$ cat src/rtl/multicycle_control_if.sv
// Control-unit to datapath bundle: instruction/status inputs and per-cycle control lines.
// master = control unit, slave = datapath side.
interface multicycle_control_if;
    logic [5:0] opcode;
    logic       mem_ready;
    logic       n_flag;
    logic       rs_sign;

    logic       pcwrite;
    logic       pcwritecond;
    logic       iord;
    logic       irwrite;
    logic       memread;
    logic       memwrite;
    logic       memtoreg;
    logic       regdest;
    logic       regwrite;
    logic       alusrca;
    logic       link;
    logic [1:0] alusrcb;
    logic [1:0] aluop;
    logic [1:0] pcsource;
    logic       instr_done;
    logic       fault;
    logic [3:0] state;

    modport master (
        input  opcode, mem_ready, n_flag, rs_sign,
        output pcwrite, pcwritecond, iord, irwrite, memread, memwrite, memtoreg,
               regdest, regwrite, alusrca, link, alusrcb, aluop, pcsource,
               instr_done, fault, state
    );

    modport slave (
        output opcode, mem_ready, n_flag, rs_sign,
        input  pcwrite, pcwritecond, iord, irwrite, memread, memwrite, memtoreg,
               regdest, regwrite, alusrca, link, alusrcb, aluop, pcsource,
               instr_done, fault, state
    );
endinterface

$ cat src/rtl/multicycle_control.sv
// Moore multi-cycle main control: fetch/decode/execute/memory/writeback sequencing.
// Memory states wait on mem_ready (bounded by TIMEOUT); illegal opcodes or timeouts park in FAULT.
module multicycle_control #(
    parameter bit MEM_HANDSHAKE = 1'b1,
    parameter int TIMEOUT       = 16,
    parameter int CNT_W         = 5
) (
    input  logic               clk,
    input  logic               reset,
    multicycle_control_if.master bus
);
    localparam logic [5:0] OP_R      = 6'b000000;
    localparam logic [5:0] OP_LW     = 6'b100011;
    localparam logic [5:0] OP_SW     = 6'b101011;
    localparam logic [5:0] OP_BEQ    = 6'b000100;
    localparam logic [5:0] OP_NANDI  = 6'b010000;
    localparam logic [5:0] OP_BALN   = 6'b011011;
    localparam logic [5:0] OP_BGEZAL = 6'b000001;
    localparam logic [5:0] OP_JSP    = 6'b010010;

    localparam logic [CNT_W-1:0] CNT_LAST = CNT_W'(TIMEOUT - 1);

    typedef enum logic [3:0] {
        S_FETCH  = 4'd0,
        S_DECODE = 4'd1,
        S_EXEC_R = 4'd2,
        S_WB_R   = 4'd3,
        S_ADDR   = 4'd4,
        S_MEM_RD = 4'd5,
        S_WB_MEM = 4'd6,
        S_MEM_WR = 4'd7,
        S_EXEC_I = 4'd8,
        S_WB_I   = 4'd9,
        S_BEQ    = 4'd10,
        S_BRLINK = 4'd11,
        S_JSP_RD = 4'd12,
        S_FAULT  = 4'd13
    } state_t;

    state_t           cur;
    logic [CNT_W-1:0] wait_cnt;
    logic [5:0]       op_q;
    logic             in_mem;
    logic             acc_done;
    logic             timed_out;

    assign in_mem    = (cur == S_FETCH) || (cur == S_MEM_RD) ||
                       (cur == S_MEM_WR) || (cur == S_JSP_RD);
    assign acc_done  = MEM_HANDSHAKE ? bus.mem_ready : 1'b1;
    // Completion in the same cycle as the last allowed wait beats the timeout.
    assign timed_out = (TIMEOUT != 0) && in_mem && !acc_done && (wait_cnt == CNT_LAST);

    always_ff @(posedge clk or posedge reset) begin
        if (reset) begin
            cur      <= S_FETCH;
            wait_cnt <= '0;
            op_q     <= '0;
        end else begin
            // Any state change clears the counter, so it restarts on entry to a memory state.
            wait_cnt <= '0;
            if (in_mem && !acc_done && !timed_out) begin
                wait_cnt <= wait_cnt + 1'b1;
            end
            case (cur)
                S_FETCH: begin
                    if (timed_out)     cur <= S_FAULT;
                    else if (acc_done) cur <= S_DECODE;
                end
                S_DECODE: begin
                    op_q <= bus.opcode;
                    case (bus.opcode)
                        OP_R:               cur <= S_EXEC_R;
                        OP_LW, OP_SW:       cur <= S_ADDR;
                        OP_NANDI:           cur <= S_EXEC_I;
                        OP_BEQ:             cur <= S_BEQ;
                        OP_BALN, OP_BGEZAL: cur <= S_BRLINK;
                        OP_JSP:             cur <= S_JSP_RD;
                        default:            cur <= S_FAULT;
                    endcase
                end
                S_EXEC_R: cur <= S_WB_R;
                S_ADDR:   cur <= (op_q == OP_SW) ? S_MEM_WR : S_MEM_RD;
                S_MEM_RD: begin
                    if (timed_out)     cur <= S_FAULT;
                    else if (acc_done) cur <= S_WB_MEM;
                end
                S_MEM_WR, S_JSP_RD: begin
                    if (timed_out)     cur <= S_FAULT;
                    else if (acc_done) cur <= S_FETCH;
                end
                S_EXEC_I: cur <= S_WB_I;
                S_WB_R, S_WB_MEM, S_WB_I, S_BEQ, S_BRLINK: cur <= S_FETCH;
                S_FAULT:  cur <= S_FAULT;
                default:  cur <= S_FAULT;
            endcase
        end
    end

    always_comb begin
        bus.pcwrite     = 1'b0;
        bus.pcwritecond = 1'b0;
        bus.iord        = 1'b0;
        bus.irwrite     = 1'b0;
        bus.memread     = 1'b0;
        bus.memwrite    = 1'b0;
        bus.memtoreg    = 1'b0;
        bus.regdest     = 1'b0;
        bus.regwrite    = 1'b0;
        bus.alusrca     = 1'b0;
        bus.link        = 1'b0;
        bus.alusrcb     = 2'b00;
        bus.aluop       = 2'b00;
        bus.pcsource    = 2'b00;
        bus.instr_done  = 1'b0;
        bus.fault       = 1'b0;
        case (cur)
            S_FETCH: begin
                bus.memread = 1'b1;
                bus.alusrcb = 2'b01;
                bus.irwrite = acc_done;
                bus.pcwrite = acc_done;
            end
            S_DECODE: bus.alusrcb = 2'b11;
            S_EXEC_R: begin
                bus.alusrca = 1'b1;
                bus.aluop   = 2'b10;
            end
            S_WB_R: begin
                bus.regdest    = 1'b1;
                bus.regwrite   = 1'b1;
                bus.instr_done = 1'b1;
            end
            S_ADDR: begin
                bus.alusrca = 1'b1;
                bus.alusrcb = 2'b10;
            end
            S_MEM_RD: begin
                bus.memread = 1'b1;
                bus.iord    = 1'b1;
            end
            S_WB_MEM: begin
                bus.regwrite   = 1'b1;
                bus.memtoreg   = 1'b1;
                bus.instr_done = 1'b1;
            end
            S_MEM_WR: begin
                bus.memwrite   = 1'b1;
                bus.iord       = 1'b1;
                bus.instr_done = acc_done;
            end
            S_EXEC_I: begin
                bus.alusrca = 1'b1;
                bus.alusrcb = 2'b10;
                bus.aluop   = 2'b11;
            end
            S_WB_I: begin
                bus.regwrite   = 1'b1;
                bus.instr_done = 1'b1;
            end
            S_BEQ: begin
                bus.alusrca     = 1'b1;
                bus.aluop       = 2'b01;
                bus.pcwritecond = 1'b1;
                bus.pcsource    = 2'b01;
                bus.instr_done  = 1'b1;
            end
            S_BRLINK: begin
                bus.link       = 1'b1;
                bus.regwrite   = 1'b1;
                bus.pcsource   = 2'b01;
                bus.instr_done = 1'b1;
                bus.pcwrite    = (op_q == OP_BALN) ? bus.n_flag : ~bus.rs_sign;
            end
            S_JSP_RD: begin
                bus.memread    = 1'b1;
                bus.iord       = 1'b1;
                bus.alusrca    = 1'b1;
                bus.alusrcb    = 2'b10;
                bus.pcwrite    = acc_done;
                bus.pcsource   = acc_done ? 2'b10 : 2'b00;
                bus.instr_done = acc_done;
            end
            S_FAULT: bus.fault = 1'b1;
            default: bus.fault = 1'b1;
        endcase
    end

    assign bus.state = cur;
endmodule

$ cat src/flat_wrapper.sv
// flat-port wrapper written by rule: the top's interface ports become plain ports
module multicycle_control_flat 
#(
    parameter bit MEM_HANDSHAKE = 1'b1,
    parameter int TIMEOUT       = 16,
    parameter int CNT_W         = 5
)
  (clk, reset, bus_opcode, bus_mem_ready, bus_n_flag, bus_rs_sign, bus_pcwrite, bus_pcwritecond, bus_iord, bus_irwrite, bus_memread, bus_memwrite, bus_memtoreg, bus_regdest, bus_regwrite, bus_alusrca, bus_link, bus_alusrcb, bus_aluop, bus_pcsource, bus_instr_done, bus_fault, bus_state);
  multicycle_control_if bus_i ();
  input  logic clk;
  input  logic reset;
  input wire logic [$bits(bus_i.opcode)-1:0] bus_opcode;
  input wire logic [$bits(bus_i.mem_ready)-1:0] bus_mem_ready;
  input wire logic [$bits(bus_i.n_flag)-1:0] bus_n_flag;
  input wire logic [$bits(bus_i.rs_sign)-1:0] bus_rs_sign;
  output wire logic [$bits(bus_i.pcwrite)-1:0] bus_pcwrite;
  output wire logic [$bits(bus_i.pcwritecond)-1:0] bus_pcwritecond;
  output wire logic [$bits(bus_i.iord)-1:0] bus_iord;
  output wire logic [$bits(bus_i.irwrite)-1:0] bus_irwrite;
  output wire logic [$bits(bus_i.memread)-1:0] bus_memread;
  output wire logic [$bits(bus_i.memwrite)-1:0] bus_memwrite;
  output wire logic [$bits(bus_i.memtoreg)-1:0] bus_memtoreg;
  output wire logic [$bits(bus_i.regdest)-1:0] bus_regdest;
  output wire logic [$bits(bus_i.regwrite)-1:0] bus_regwrite;
  output wire logic [$bits(bus_i.alusrca)-1:0] bus_alusrca;
  output wire logic [$bits(bus_i.link)-1:0] bus_link;
  output wire logic [$bits(bus_i.alusrcb)-1:0] bus_alusrcb;
  output wire logic [$bits(bus_i.aluop)-1:0] bus_aluop;
  output wire logic [$bits(bus_i.pcsource)-1:0] bus_pcsource;
  output wire logic [$bits(bus_i.instr_done)-1:0] bus_instr_done;
  output wire logic [$bits(bus_i.fault)-1:0] bus_fault;
  output wire logic [$bits(bus_i.state)-1:0] bus_state;
  assign bus_i.opcode = bus_opcode;
  assign bus_i.mem_ready = bus_mem_ready;
  assign bus_i.n_flag = bus_n_flag;
  assign bus_i.rs_sign = bus_rs_sign;
  assign bus_pcwrite = bus_i.pcwrite;
  assign bus_pcwritecond = bus_i.pcwritecond;
  assign bus_iord = bus_i.iord;
  assign bus_irwrite = bus_i.irwrite;
  assign bus_memread = bus_i.memread;
  assign bus_memwrite = bus_i.memwrite;
  assign bus_memtoreg = bus_i.memtoreg;
  assign bus_regdest = bus_i.regdest;
  assign bus_regwrite = bus_i.regwrite;
  assign bus_alusrca = bus_i.alusrca;
  assign bus_link = bus_i.link;
  assign bus_alusrcb = bus_i.alusrcb;
  assign bus_aluop = bus_i.aluop;
  assign bus_pcsource = bus_i.pcsource;
  assign bus_instr_done = bus_i.instr_done;
  assign bus_fault = bus_i.fault;
  assign bus_state = bus_i.state;
  multicycle_control #(.MEM_HANDSHAKE(MEM_HANDSHAKE), .TIMEOUT(TIMEOUT), .CNT_W(CNT_W)) u_core (.clk(clk), .reset(reset), .bus(bus_i));
endmodule
$ cat config.mk
export PLATFORM = sky130hd
export DESIGN_NAME = multicycle_control_flat
export DESIGN_NICKNAME = d
export VERILOG_FILES = /design/src/rtl/multicycle_control_if.sv /design/src/rtl/multicycle_control.sv /design/src/flat_wrapper.sv
export SDC_FILE = /design/constraint.sdc
export NUM_CORES = 1
export LEC_CHECK = 0
export ABC_AREA = 1
export BUFFER_PORTS_ARGS = -buffer_cell sky130_fd_sc_hd__buf_2
export CAP_MARGIN = 20
export CORE_UTILIZATION = 54
export CTS_CLUSTER_DIAMETER = 100
export DETAILED_ROUTE_END_ITERATION = 7
export PLACE_DENSITY = 0.83
export SLEW_MARGIN = 10
export SYNTH_ARGS = -nofsm -noshare
export SYNTH_HDL_FRONTEND = slang
export SYNTH_SLANG_ARGS = --single-unit
$ cat constraint.sdc
create_clock -name clk -period 2.6 [get_ports clk]
set_input_delay 0.39 -clock clk [delete_from_list [all_inputs] [get_ports clk]]
set_output_delay 0.39 -clock clk [all_outputs]
set_load 0.01 [all_outputs]
; After elaboration in Yosys (flattened, before gate mapping)
; Index checks and enable logic that the tools add are counted.
[classes]
n_addsub = 1
eq_ne = 25
n_mux = 28
bitwise_logic = 1
reduce_logical = 23
[op_table]
columns = op, n
row1 = 4-bit case mux with 8 select lines, 1
row2 = 6-bit by 5-bit equality test with 1-bit output (second input constant), 4
row3 = 4-bit two-way mux, 6
row4 = 4-bit case mux with 6 select lines, 1
row5 = 4-bit equality test (second input constant), 5
row6 = 6-bit equality test (second input constant), 3
row7 = 4-bit by 3-bit equality test with 1-bit output (second input constant), 4
row8 = 13-bit OR reduction, 1
row9 = 1-bit two-way mux, 12
row10 = 2-bit case mux with 3 select lines, 2
row11 = 2-bit OR reduction, 5
row12 = 5-bit OR reduction, 2
row13 = 3-bit OR reduction, 3
row14 = 4-bit by 2-bit equality test with 1-bit output (second input constant), 2
row15 = 6-bit by 1-bit equality test with 1-bit output (second input constant), 1
row16 = 6-bit by 3-bit equality test with 1-bit output (second input constant), 1
row17 = 6-bit logical NOT, 1
row18 = 3-bit by 2-bit inequality test with 1-bit output (second input constant), 2
row19 = 5-bit by 1-bit adder with 5-bit output (second input constant), 1
row20 = 5-bit by 4-bit equality test with 1-bit output (second input constant), 1
row21 = 5-bit two-way mux, 1
row22 = 4-bit by 1-bit equality test with 1-bit output (second input constant), 1
row23 = 4-bit logical NOT, 1
row24 = 2-bit two-way mux, 2
row25 = 9 further kinds, 15
[word_totals]
reg_bits = 15

; Depth between registers and ports, before layout
; Gate-level depths: netlist (run 1).
[depth]
word_depth = 9
mapped_depth = 10
mapped_depth_nobuf = 10

; Worst setup path after synthesis (run 1)
; Ideal clock, no wire load.
[synth_timing]
path_type = reg2out
start = reg u_core.cur[1] (netlist: u_core.bus.state[1])
end = out bus_instr_done
arrival_time_ns = 1.337
t_required_ns = 2.210
setup_slack_ns = 0.873
path_stages_with_launch = 8
path_buffers = 0
cell_sequence = dfrtp_1 > inv_1 > nor2_1 > inv_1 > nor2_1 > a21oi_1 > o21ai_0 > a211o_1
[synth_between]
elab_chain_cells = 3
word_cells_on_any_way = 10
classes_between = eq/ne (7) / mux (1) / reduce/logical (2)
[synth_rtl]
columns = item, line
row1 = from (decl), multicycle_control.sv:40  ; state_t cur;
row2 = from (signal assigned), multicycle_control.sv:82  ; S_ADDR: cur <= (op_q == OP_SW) ? S_MEM_WR : S_MEM_RD;
row3 = 4-bit by 2-bit equality test with 1-bit output (tied with other cells), multicycle_control.sv:116  ; case (cur)
row4 = 5-bit OR reduction (no line) / 2-bit OR reduction (equally long branches), n/a
row5 = 1-bit case mux with 2 select lines *, multicycle_control.sv:116
row6 = to (decl), flat_wrapper.sv:30  ; output wire logic [$bits(bus_i.instr_done)-1:0] bus_instr_done;
; Every way passes the cells marked *; elsewhere a longest branch is shown, timed or not.

; Worst setup path after layout (run 1)
[layout_timing]
start = reg u_core.cur[3] (netlist: u_core.bus.state[3])
end = out bus_alusrcb[1]
[layout_between]
elab_chain_cells = 3
word_cells_on_any_way = 7
classes_between = eq/ne (4) / mux (1) / reduce/logical (2)
[layout_rtl]
columns = item, line
row1 = 4-bit by 3-bit equality test with 1-bit output / 4-bit equality test (equally long branches), multicycle_control.sv:116
row2 = 3-bit OR reduction (no line), n/a
row3 = 2-bit case mux with 3 select lines *, multicycle_control.sv:116
row4 = to (decl), flat_wrapper.sv:27  ; output wire logic [$bits(bus_i.alusrcb)-1:0] bus_alusrcb;
; Marked as above.

==> results of run 1 <==
-- how the worst min path moves through the flow --
stage	end	slack [ps]	cells past startpoint
floorplan	u_core.bus.state[0]	290	1
global placement	u_core.bus.state[0]	460	2
detailed placement	u_core.bus.state[0]	480	2
CTS	u_core.bus.state[0]	160	2
global route	u_core.bus.state[2]	190	2
finish	u_core.bus.state[0]	140	2
-- per-stage QoR --
stage	power [mW]	hold slack [ps]	utilization (%)
detailed placement	0.267	476	67.7
global placement	0.265	455	67.7
CTS	0.401	159	69.1
floorplan	0.252	291	-
finish	0.398	141	69.1
global route	0.415	192	69.1
-- cell usage after synthesis --
cell / count
ha_1: 2
nand4_1: 6
a21oi_1: 5
o211ai_1: 1
o21ai_2: 1
dfrtp_1: 15
nand2_2: 2
nand3_1: 12
nand4_2: 1
nor2_2: 1
nand3_4: 1
a211o_1: 1
nor3_1: 2
and3_1: 1
o21ai_0: 10
inv_1: 32
inv_2: 1
clkinv_1: 1
o311ai_0: 1
a21oi_2: 1
xor2_1: 1
nand2_1: 36
nor2_8: 1
nor2_1: 35
nor2_4: 1
-- cell usage in the layout, fill, tap and decap left out --
cell type / count
nand2_1: 36
nor2_1: 35
buf_2: 33
inv_1: 32
dfrtp_1: 15
nand3_1: 12
o21ai_0: 10
nand4_1: 6
a21oi_1: 5
clkbuf_4: 3
nand2_2: 2
nor3_1: 2
ha_1: 2
nor2_4: 1
nor2_2: 1
nand4_2: 1
clkinv_1: 1
nand3_4: 1
nor2_8: 1
inv_2: 1
and3_1: 1
xor2_1: 1
o311ai_0: 1
a211o_1: 1
o21ai_2: 1
a21oi_2: 1
o211ai_1: 1
clkinv_2: 1
-- critical path, stage by stage, from the launching register on --
cell,delay [ps]
dfrtp_1,470
nor2_1,240
inv_1,180
nor2_8,200
inv_1,150
nand4_1,100
buf_2,130
-- state kept, by name (all words and copies together), names as in the netlist --
register          count
u_core.bus.state      4
u_core.op_q           6
u_core.wait_cnt       5
-- cell type report --
cell class / count / share of cell area, %
clock inverter: 1 / 0.373
sequential: 15 / 28.0
inverter: 34 / 9.51
clock buffer: 3 / 1.68
timing repair buffer: 33 / 12.3
multi-input combinational: 122 / 45.6
tap: 27 / 2.52
-- where the power goes --
group          total (mW)  internal [mW]  switching (mW)  leakage (nW)
clock network       0.135         0.0573          0.0780        0.0177
registers           0.233          0.233               0         0.163
logic              0.0292        0.00916          0.0201         0.626
-- per-layer routing --
layer  wire length (um)  vias to the layer above  GRT usage, %  share of wire [%]
met5                  0                        -             0                  0
met4                 34                        0          11.4                1.2
met3                189                        4          4.53                6.7
met2               1390                       51          48.5                 49
met1               1210                      548          34.9                 43
li1                   -                      621             -                  -
-- cell families after synthesis --
group                    count (synthesis)
AND/OR/NAND/NOR                         99
buffers and inverters                   34
AO/OA/AOI/OAI                           20
flip-flops                              15
adder cells (fa/ha/maj)                  2
XOR/XNOR                                 1
==> metrics.csv, run 1 <==
metric;value;unit
outcome;complete, no violations;
Pre-antenna DRT Iters;4;
R2R Setup Slk;880;ps
DR WL/cell;12.0;um
final wirelength;2.83;mm
Mapped Nets;184;
pin count of the biggest net entering global routing;16;
Yosys top cell area share;33.7;%
R2R depth;8;
clk_lat worst skew;290;ps
DIE AREA;2250;um^2
proportion of synthesized area in mux cells;0;%
hold_buf cts;0;
Setup TNS Final;0;ps
post-CTS setup buffers;0;
Final WS setup;462;ps
Post-Layout Cell Count;235;
Final period util;82.2;%
Max clock buf depth;2;
H-Tree Depth;1;
crit start category;flop;
Final Skew;2.53;ps
Avg Cell Area, Syn;6.52;um^2
Tmin final;2140;ps
die width;47.4;um
1st-iter DRT viols;44;
P&R area growth vs syn;20.3;%
Max-Cap Viols;0;
Pins Over Slew Limit;0;
# port buffers;33;
sequential cell area;375;um^2
PD cells;296;nW/um^2
Slew HR;62.1;%
worst r2r dst;u_core.bus.state[0];
Synth area leader;dfrtp_1;
global-route wire length before repair;4.31;mm
Synth Area in Compound Gates;10.5;%
initial core utilization;57.4;%
xor and xnor fraction of the mapped netlist area;0.786;%
measured slew at the worst slew-check pin;567;ps
worst vdd ir;0.232;mV
number of diodes;0;
Fillers;182;
# DRC;0;
clock sink count;15;
number of distinct library cells after synthesis;25;
simple-gate area share of the yosys netlist;41.3;%
Root Driver;clkbuf_4;
post-cts resize count;0;
routed vias;1224;
WP data arrival;1750;ps
crit path max fanout;10;
ANT nets after route;0;
initial antenna violation count;0;
RSZ-0062 raised after global routing;false;
FP Rows;16;
LEAKAGE;0.806;nW
IO Count;34;
clock transition at the registers of the reported paths;90;ps
Core Area;1940;um^2
placed cells;231;
gr usage total;28.1;%
gp weighted congestion;0.892;
GRT Residual Overflow;0;
Post-Syn Area;1110;um^2
synth warn;0;
largest family of logic cells by synthesized area;simple AND/OR/NAND/NOR gates;
maximum clock frequency;468;MHz
nets;222;
Synth area leaders;dfrtp_1 34%, nand2_1 12%, nor2_1 12%, inv_1 11%, nand3_1 5.4%;
CP Launch Point;u_core.bus.state[3];
vias per cell;5.21;
DP Area;1310;um^2
final instance area;1340;um^2
dpl ws;781;ps
Post-DP HPWL;2.33;mm
area of the multi-input gates;612;um^2
Synth Instances;171;
DIE HEIGHT;47.4;um
Yosys reg bits;15;
adder-cell share of the synthesized area;2.24;%
Worst Hold Class;in -> async;
FF-to-FF Start;u_core.wait_cnt[0];
critical path endpoint;bus_alusrcb[1];
Seq/Total Area, Yosys;33.7;%
final setup fails;0;
WP data required;2210;ps
total CTS buffers;3;
clock tree from TritonCTS;yes;
Final Hold Fails;0;
Worst setup EP type;output pin;
number of global-route vias before repair;1030;
share of layout cells above drive strength 1;22.6;%
Crit Path Class;reg -> out;
Note: power is estimated with default switching activity, not from simulation.
==> run 2: changes to the inputs <==
CORE_UTILIZATION = 50   (was 54)
PLACE_DENSITY = 0.78   (was 0.83)
clock period = 2.1 ns   (was 2.6 ns; I/O delays follow)
==> run 2 against run 1 <==
Compared with the run above:
- die area increased by 7.7%
- non-clock buffer count did not move
- utilization decreased by 2.6 points
- combinational power is 24% higher
- critical endpoint is now bus_instr_done
- largest cell class unchanged
- highest routed layer unchanged
==> metrics.csv, run 2 (synthesis gave the netlist of run 1 again) <==
metric;value;unit;change
LEAKAGE;0.804;nW;was 0.806 nW
CP Launch Point;u_core.bus.state[3];;unchanged
Slew HR;62.7;%;was 62.1%
Max-Cap Viols;0;;unchanged
switching share of total power;22.6;%;was 24.7%
pin count of the biggest net entering global routing;16;;unchanged
crit start category;flop;;unchanged
DIE AREA;2420;um^2;was 2250 um^2
DR WL/cell;11.1;um;was 12.0 um
die width;49.2;um;was 47.4 um
1st-iter DRT viols;40;;was 44
Pins Over Slew Limit;0;;unchanged
nets;222;;unchanged
Int Pwr;0.374;mW;was 0.299 mW
Worst setup EP type;output pin;;unchanged
# port buffers;33;;unchanged
total CTS buffers;3;;unchanged
commonest non-fill, non-tap cells in the layout;36 x nand2_1, 34 x nor2_1, 33 x buf_2;;was 36 x nand2_1, 35 x nor2_1, 33 x buf_2
routed vias;1195;;was 1224
FP Rows;16;;unchanged
final setup fails;0;;unchanged
largest reg by FF count;u_core.op_q;;unchanged
WHS;73.2;ps;was 141 ps
final wirelength;2.62;mm;was 2.83 mm
gp weighted congestion;0.898;;was 0.892
outcome;complete, no violations;;unchanged
Pre-antenna DRT Iters;4;;unchanged
P&R area growth vs syn;20.5;%;was 20.3%
worst vdd ir;0.326;mV;was 0.232 mV
# DRC;0;;unchanged
GRT Residual Overflow;0;;unchanged
Core Area;2020;um^2;was 1940 um^2
RSZ-0062 raised after global routing;false;;unchanged
Fillers;196;;was 182
clk_lat worst skew;280;ps;was 290 ps
Final WS setup;142;ps;was 462 ps
Final period util;93.2;%;
net load switching power;0.109;mW;was 0.0981 mW
Post-DP HPWL;2.16;mm;was 2.33 mm
crit path max fanout;6;;was 10
R2R Setup Slk;370;ps;was 880 ps
Final Hold Fails;0;;unchanged
gr usage total;23.7;%;was 28.1%
share of layout cells above drive strength 1;23.6;%;was 22.6%
Root Driver;clkbuf_4;;unchanged
number of global-route vias before repair;1068;;was 1030
FF-to-FF Start;u_core.wait_cnt[0];;unchanged
WP data required;1780;ps;was 2210 ps
WP data arrival;1640;ps;was 1750 ps
measured slew at the worst slew-check pin;558;ps;was 567 ps
dpl ws;386;ps;was 781 ps
Tmin final;1960;ps;
clock transition at the registers of the reported paths;80;ps;was 90 ps
max FFs per register;6;;unchanged
DIE HEIGHT;49.2;um;was 47.4 um
Power Total;0.483;mW;was 0.398 mW
number of diodes;0;;unchanged
Setup TNS Final;0;ps;unchanged
maximum clock frequency;511;MHz;
vias per cell;5.09;;was 5.21
Final Skew;2.85;ps;was 2.53 ps
Max clock buf depth;2;;unchanged
clock sink count;15;;unchanged
H-Tree Depth;1;;unchanged
clock share of power;32.7;%;was 34.0%
global-route wire length before repair;4.43;mm;was 4.31 mm
initial core utilization;55.1;%;was 57.4%
PD cells;359;nW/um^2;was 296 nW/um^2
clock tree from TritonCTS;yes;;unchanged
Gate power share;7.5;%;was 7.4%
commonest non-fill, non-tap cell in the layout;nand2_1;;unchanged
Crit Path Class;reg -> out;;unchanged
hold_buf cts;0;;unchanged
initial antenna violation count;0;;unchanged
fin util;66.5;%;was 69.1%
Reg power frac;59.8;%;was 58.6%
IO Count;34;;unchanged
ANT nets after route;0;;unchanged
Worst Hold Class;in -> async;;unchanged
## run 2: cell types whose count changed in the layout (fill, tap and decap cells not counted)
| cell | before | now |
|---|---|---|
| dfrtp_2 | 0 | 1 |
| inv_2 | 1 | 2 |
| dfrtp_1 | 15 | 14 |
| inv_1 | 32 | 31 |
| nor2_2 | 1 | 2 |
| clkinv_2 | 1 | 0 |
| clkbuf_1 | 0 | 1 |
| nor2_1 | 35 | 34 |
## run 2: timing repair
item | in CTS | in global routing
endpoints found under the setup margin | 0 | 3
gates resized for setup | 0 | 3
buffers inserted | 0 | 0
## run 2: final timing paths
path,end,cells past startpoint
worst max register to register,u_core.bus.state[1],8
worst min register to register,u_core.wait_cnt[0],1
max in group asynchronous,u_core.bus.state[3],2
worst max-delay path,bus_instr_done,8
min in group clk,u_core.op_q[0],3
worst min-delay path,u_core.bus.state[1],2
## run 2: critical path, cell delays in order, from the launching register on
cell     delay (ps)
dfrtp_2         460
nand2_1         100
inv_1            50
nand2_2         110
inv_1            80
nor2_1           90
inv_1            60
a211o_1         280
buf_2           140
## run 2: layer usage
layer	part of all wire, %	vias up	global-route usage, %
met4	1.5	0	8.82
met5	0	-	0
met3	5.1	6	4.36
met2	47	41	40.9
li1	-	617	-
met1	46	531	29.1
## run 2: final cells by class
type / count / area (um^2) / area share (%)
clock buffers: 4 / 26.3 / 1.96
repair buffers: 33 / 165 / 12.3
inverters: 34 / 128 / 9.50
well taps: 27 / 33.8 / 2.51
multi-input cells: 122 / 614 / 45.7
flip-flops and latches: 15 / 377 / 28.0
## run 2: metrics by stage
| stage | instance area (um^2) | std cells |
|---|---|---|
| CTS | 1340 | 235 |
| global placement | 1310 | 231 |
| detailed placement | 1310 | 231 |
| finish | 1340 | 235 |
| floorplan | 1110 | 171 |
| global route | 1340 | 235 |
## run 2: power by group through the flow
stage | logic, mW | clock network, mW | registers, mW
2_1_floorplan | 0.0179 | 0 | 0.294
3_3_place_gp | 0.0343 | 0 | 0.294
3_5_place_dp | 0.0358 | 0 | 0.294
4_1_cts | 0.0360 | 0.165 | 0.289
5_1_grt | 0.0422 | 0.178 | 0.289
6_report | 0.0362 | 0.158 | 0.289
